## config.mk

```make
export PLATFORM = sky130hd
export DESIGN_NAME = merge
export DESIGN_NICKNAME = d
export VERILOG_FILES = /design/src/rtl/merge.sv
export SDC_FILE = /design/constraint.sdc
export NUM_CORES = 1
export LEC_CHECK = 0
export ABC_AREA = 1
export BUFFER_PORTS_ARGS = -buffer_cell sky130_fd_sc_hd__buf_2
export CAP_MARGIN = 30
export CORE_AREA = 4 4 118 120
export DETAILED_ROUTE_END_ITERATION = 6
export DIE_AREA = 0 0 122 124
export GPL_TIMING_DRIVEN = 1
export SETUP_SLACK_MARGIN = 0.05
export SLEW_MARGIN = 15
export SYNTH_ARGS = -nofsm -noshare
export SYNTH_HDL_FRONTEND = slang
export SYNTH_SLANG_ARGS = --single-unit
```

## constraint.sdc

```tcl
create_clock -name clk -period 2.7 [get_ports clk]
set_input_delay 0.27 -clock clk [delete_from_list [all_inputs] [get_ports clk]]
set_output_delay 0.27 -clock clk [all_outputs]
set_load 0.01 [all_outputs]
```

## src/rtl/merge.sv

```systemverilog
// Round-robin N-to-1 bus merge: one granted master owns the shared slave port
// until the slave answers ready or the master withdraws its valid.

module merge_lane #(
  parameter int REQ_W  = 69,
  parameter int RESP_W = 33
) (
  input  logic [REQ_W-1:0]  req,
  input  logic              sel,
  input  logic [RESP_W-1:0] s_resp,
  output logic              valid,
  output logic [REQ_W-1:0]  req_gated,
  output logic [RESP_W-1:0] resp
);
  assign valid     = req[REQ_W-1];
  assign req_gated = sel ? req : '0;
  assign resp      = sel ? s_resp : '0;
endmodule

module merge #(
  parameter int N_MASTERS = 2,
  parameter int ADDR_W    = 32,
  parameter int DATA_W    = 32,
  parameter int REQ_W     = 1 + ADDR_W + DATA_W + DATA_W/8,
  parameter int RESP_W    = DATA_W + 1
) (
  input  logic                          clk,
  input  logic                          rst,
  input  logic [N_MASTERS*REQ_W-1:0]    m_req,
  output logic [N_MASTERS*RESP_W-1:0]   m_resp,
  output logic [REQ_W-1:0]              s_req,
  input  logic [RESP_W-1:0]             s_resp
);
  localparam int GW = $clog2(N_MASTERS);
  localparam int IW = GW + 1;

  typedef enum logic {IDLE, BUSY} state_t;

  state_t                            state;
  logic [GW-1:0]                     grant;
  logic [GW-1:0]                     ptr;
  logic [N_MASTERS-1:0]              m_valid;
  logic [N_MASTERS-1:0]              sel;
  logic [N_MASTERS-1:0][REQ_W-1:0]   req_g;
  logic [GW-1:0]                     win;
  logic [IW-1:0]                     idx;

  for (genvar i = 0; i < N_MASTERS; i++) begin : g_lane
    assign sel[i] = (state == BUSY) && (grant == GW'(i));
    merge_lane #(.REQ_W(REQ_W), .RESP_W(RESP_W)) u_lane (
      .req       (m_req[i*REQ_W +: REQ_W]),
      .sel       (sel[i]),
      .s_resp    (s_resp),
      .valid     (m_valid[i]),
      .req_gated (req_g[i]),
      .resp      (m_resp[i*RESP_W +: RESP_W])
    );
  end

  // Only the granted lane contributes, so an OR is the slave-side mux.
  always_comb begin
    s_req = '0;
    for (int i = 0; i < N_MASTERS; i++) s_req = s_req | req_g[i];
  end

  // Scan from the far end back to ptr so the last hit is the first valid at/after ptr.
  always_comb begin
    win = '0;
    idx = '0;
    for (int k = N_MASTERS-1; k >= 0; k--) begin
      idx = {1'b0, ptr} + IW'(k);
      if (idx >= IW'(N_MASTERS)) idx = idx - IW'(N_MASTERS);
      if (m_valid[idx[GW-1:0]]) win = idx[GW-1:0];
    end
  end

  always_ff @(posedge clk or posedge rst) begin
    if (rst) begin
      state <= IDLE;
      grant <= '0;
      ptr   <= '0;
    end else begin
      case (state)
        IDLE: if (|m_valid) begin
          grant <= win;
          state <= BUSY;
        end
        BUSY: begin
          // Ready wins over a simultaneous valid drop: that is a completion.
          if (s_resp[0]) begin
            state <= IDLE;
            ptr   <= (grant == GW'(N_MASTERS-1)) ? '0 : grant + GW'(1);
          end else if (!m_valid[grant]) begin
            state <= IDLE;
          end
        end
        default: state <= IDLE;
      endcase
    end
  end
endmodule

```

* Word-level counts from Yosys, hierarchy flattened *
Index checks and enable logic that the tools add are counted.

cells by class
  $add $sub $neg = 4
  $lt $le $gt $ge = 5
  muxes and demuxes = 19
  bitwise gates (word level) = 3
  reduce and logical (&&, ||, !) cells = 5

operators with widths
  operator             number
  $mux 69              2
  $or 69x69->69        1
  $mux 33              2
  $mux 1               14
  $lt 1x2->1 const B   3
  $reduce_and 2->1     2
  $add 1x1->2 const B  1
  $ge 1x2->1 const B   1
  $ge 2x2->1 const B   1
  $logic_and 1x1->1    2
  $not 1->1            2
  $pmux 1 s2           1
  $reduce_or 2->1      1
  $sub 1x1->1 const B  2
  $add 1x1->1 const B  1

word-level totals
  register bits = 3
  bits of input ports = 173
  word-level logic and storage cells = 39

* Logic depth before layout (Yosys ltp) *
  depth after elaboration = 7
  mapped depth = 7
  gate-level depth less buffers = 5

* Hierarchy *
A second synthesis with hierarchy kept.

second synthesis, totals
  cell total of the unflattened synthesis = 525
  area, all modules = 2,358.5 um2

by module, submodules not included
  module      instances  cells each  area an instance (um2)  sequential area each (um2)
  merge_lane  2          216         880.8                   0.0
  merge       1          93          596.8                   75.1

* Least setup slack after synthesis *
No wires, ideal clock.

  kind = reg2out
  from = register grant
  to = output m_resp[10]
  arrival = 983 ps
  required time = 2,430 ps
  slack = 1,447 ps
  stages on the path, launching flop included = 6
  buffers on the path = 2
  cells stage by stage = dfrtp_1 > buf_4 > inv_4 > nand2_1 > buf_2 > nor2_1

on the way
  word-level cells in the longest chain between the ends = 3

RTL lines
  item                    RTL line  source
  from (decl)             40        logic [GW-1:0] grant;
  from (signal assigned)  85        grant <= win;
  $not 1->1               49        assign sel[i] = (state == BUSY) && (grant == GW'(i));
  $logic_and 1x1->1       49
  $mux 33                 17        assign resp = sel ? s_resp : '0;
  to (decl)               30        output logic [N_MASTERS*RESP_W-1:0] m_resp,

No other way between the ends.

* Worst setup path in the final report *
  from = register grant
  to = output m_resp[19]

Same word-level chain as after synthesis.

==> impl_metrics.json <==
{
  "status": "finished clean",
  "combPwrFrac_pct": 88.9,
  "tightest_slew_ps": 487,
  "crit_start": "grant$_DFFE_PP0P_",
  "vias_per_cell": 4.02,
  "clock_latency_ps": 220,
  "ys_warn_count": 0,
  "antenna_cells": 0,
  "start_kind": "flop",
  "nets": 817,
  "die_w_um": 122,
  "p_per_area_mw_per_mm2": 868,
  "place_inst": 814,
  "grt-ovfl-total": 0,
  "drt_wl_total_mm": 9.39,
  "critPathArrivalTime_ps": 1690,
  "worstPathMaxFanout": 22,
  "gp_congestion": 0.889,
  "ir_drop_uv": 644,
  "criticalPathCategory": "flop to output port",
  "fin_worst_skew_ps": 1.08,
  "power_switching_mw": 1.73,
  "fmax_ghz": 0.511,
  "power.total_mw": 2.94,
  "place.port_buffers": 307,
  "grt_max_degree": 101,
  "post_cts_buffers": 0,
  "setup_viol": 0,
  "fin_cells": 819,
  "hp-class": "input pin to flop",
  "slew_violations": 0,
  "clockBufferDepth": 2,
  "layout_min_cycle_time_ps": 1960,
  "yosysSeqAreaShare_pct": 4.44,
  "drtPass1Iterations": 5,
  "wl_per_cell_um": 11.5,
  "reg2reg_from": "state$_DFF_PP0_",
  "cts_buffers": 3,
  "dpl-instance-area_mm2": 0.00330,
  "path_clk_slew_ps": 30,
  "drc_errors": 0,
  "dr_total_vias": 3293,
  "syn_area_mm2": 0.00169,
  "grt_setup_unrepaired": "no",
  "ys_seq_elements": 3,
  "worstSetupEndpointType": "output port",
  "clkPwrFrac_pct": 8.0,
  "dieHeight_um": 124,
  "drive_gt1_share_pct": 49.8,
  "hold_viol_final": 0,
  "ys_types": 11,
  "drt_iter0_markers": 150,
  "power.leakage_nw": 2.40,
  "die_area_mm2": 0.0151,
  "grt_pass1_vias": 2695,
  "h-tree-depth": 1,
  "rows": 42,
  "p_seq_share_pct": 3.2,
  "antenna_found_initial": 0,
  "numClockSinks": 3,
  "syn-instance-count": 361,
  "start_util_pct": 13.0,
  "area_delta_synth_final_pct": 101,
  "timing.critical_path.to": "m_resp[19]",
  "hpwl_mm": 7.73,
  "io-pin-count": 308,
  "grt_pass1_wl_mm": 13.0,
  "switching_share_pct": 58.9,
  "whs_ps": 322,
  "final_area_mm2": 0.00339,
  "avgSynthCellArea_um2": 4.68,
  "max_slew_margin_pct": 67.5,
  "post-route-period-util_pct": 72.4,
  "grtUsageTotal_pct": 10.2,
  "antenna_left": 0,
  "rr_endpoint": "ptr$_DFFE_PP0P_",
  "core-area_mm2": 0.0130,
  "tns_ps": 0,
  "critPathRequiredTime_ps": 2430,
  "tritoncts": "done",
  "rr_worst_depth": 5,
  "root_buffer": "clkbuf_16",
  "ff2ff_setup_slack_ps": 1210,
  "drv_cap": 0,
  "p_int_mw": 1.21,
  "synth_nets": 534
}
==> kinds of logic after synthesis <==
logic type,synth area share [%]
simple gates,73.0
flops,4.44
compound gates,0.592
buf+inv,22.0
==> what timing repair did <==
action | CTS | global route
endpoints found under the hold margin | 3 | 0
gates resized for setup | 0 | 0
hold buffers | 1 | 0
==> power groups by stage <==
stage | clock network [mW] | logic, mW | registers (mW)
final | 0.234 | 2.61 | 0.0926
after global routing | 0.249 | 2.91 | 0.0962
after CTS | 0.240 | 2.65 | 0.0933
after detailed placement | 0 | 2.64 | 0.0937
after global placement | 0 | 2.64 | 0.0918
after floorplan | 0 | 1.74 | 0.0703
==> cell usage after synthesis <==
cell type,n,area (um^2)
dfrtp_1,3,75.1
nand3_1,139,696
inv_4,1,6.26
nand2_1,77,289
nor2_1,66,248
buf_2,22,110
inv_1,36,135
a21oi_1,1,5.00
buf_4,13,97.6
buf_6,2,22.5
o21ai_0,1,5.00
==> metrics by stage <==
stage          util (%)  setup WS, ps
2_1_floorplan         -          1450
3_3_place_gp       25.4           995
3_5_place_dp       25.4           954
4_1_cts            26.1           719
5_1_grt            26.1           584
6_report           26.1           745
==> per-layer routing <==
metal	track usage [%]	share of wire, %	vias to the layer above
met3	2.04	11	4
met1	13.2	39	1404
met5	0	0	-
met2	17.9	50	168
met4	1.61	0.44	0
li1	-	-	1717
==> worst min path at each step <==
stage / start / to / slack [ps] / cells after the start
4_1_cts: m_req[137] / grant$_DFFE_PP0P_ / 320 / 3
6_report: m_req[137] / grant$_DFFE_PP0P_ / 320 / 3
3_3_place_gp: rst / state$_DFF_PP0_ / 150 / 2
3_5_place_dp: rst / state$_DFF_PP0_ / 150 / 2
5_1_grt: m_req[137] / grant$_DFFE_PP0P_ / 330 / 3
2_1_floorplan: rst / grant$_DFFE_PP0P_ / 20 / 1
==> critical path, cell delays in order (launching register included) <==
cell and delay (ps):
dfrtp_2 420, inv_4 200, nand2_1 290, buf_4 300, nor2_1 110, buf_2 140
==> cell usage in the layout (no fill, tap or decap), types with 2 or more instances in the layout <==
master and instances:
buf_2 307, nand3_1 139, nand2_1 77, nor2_1 66, inv_1 36, buf_4 5
clkbuf_16 3, buf_12 2
==> registers in the layout (all words and copies together) (netlist names) <==
name and cells:
grant 1, ptr 1, state 1
==> cell type report <==
type	instances	area, um^2
repair buffers	315	1620
fillers	1504	9590
inverters	37	141
multi-input cells	284	1240
well taps	176	220
clock buffers	4	78.8
flip-flops and latches	3	80.1
No activity file was read; power rests on OpenSTA's default activity.
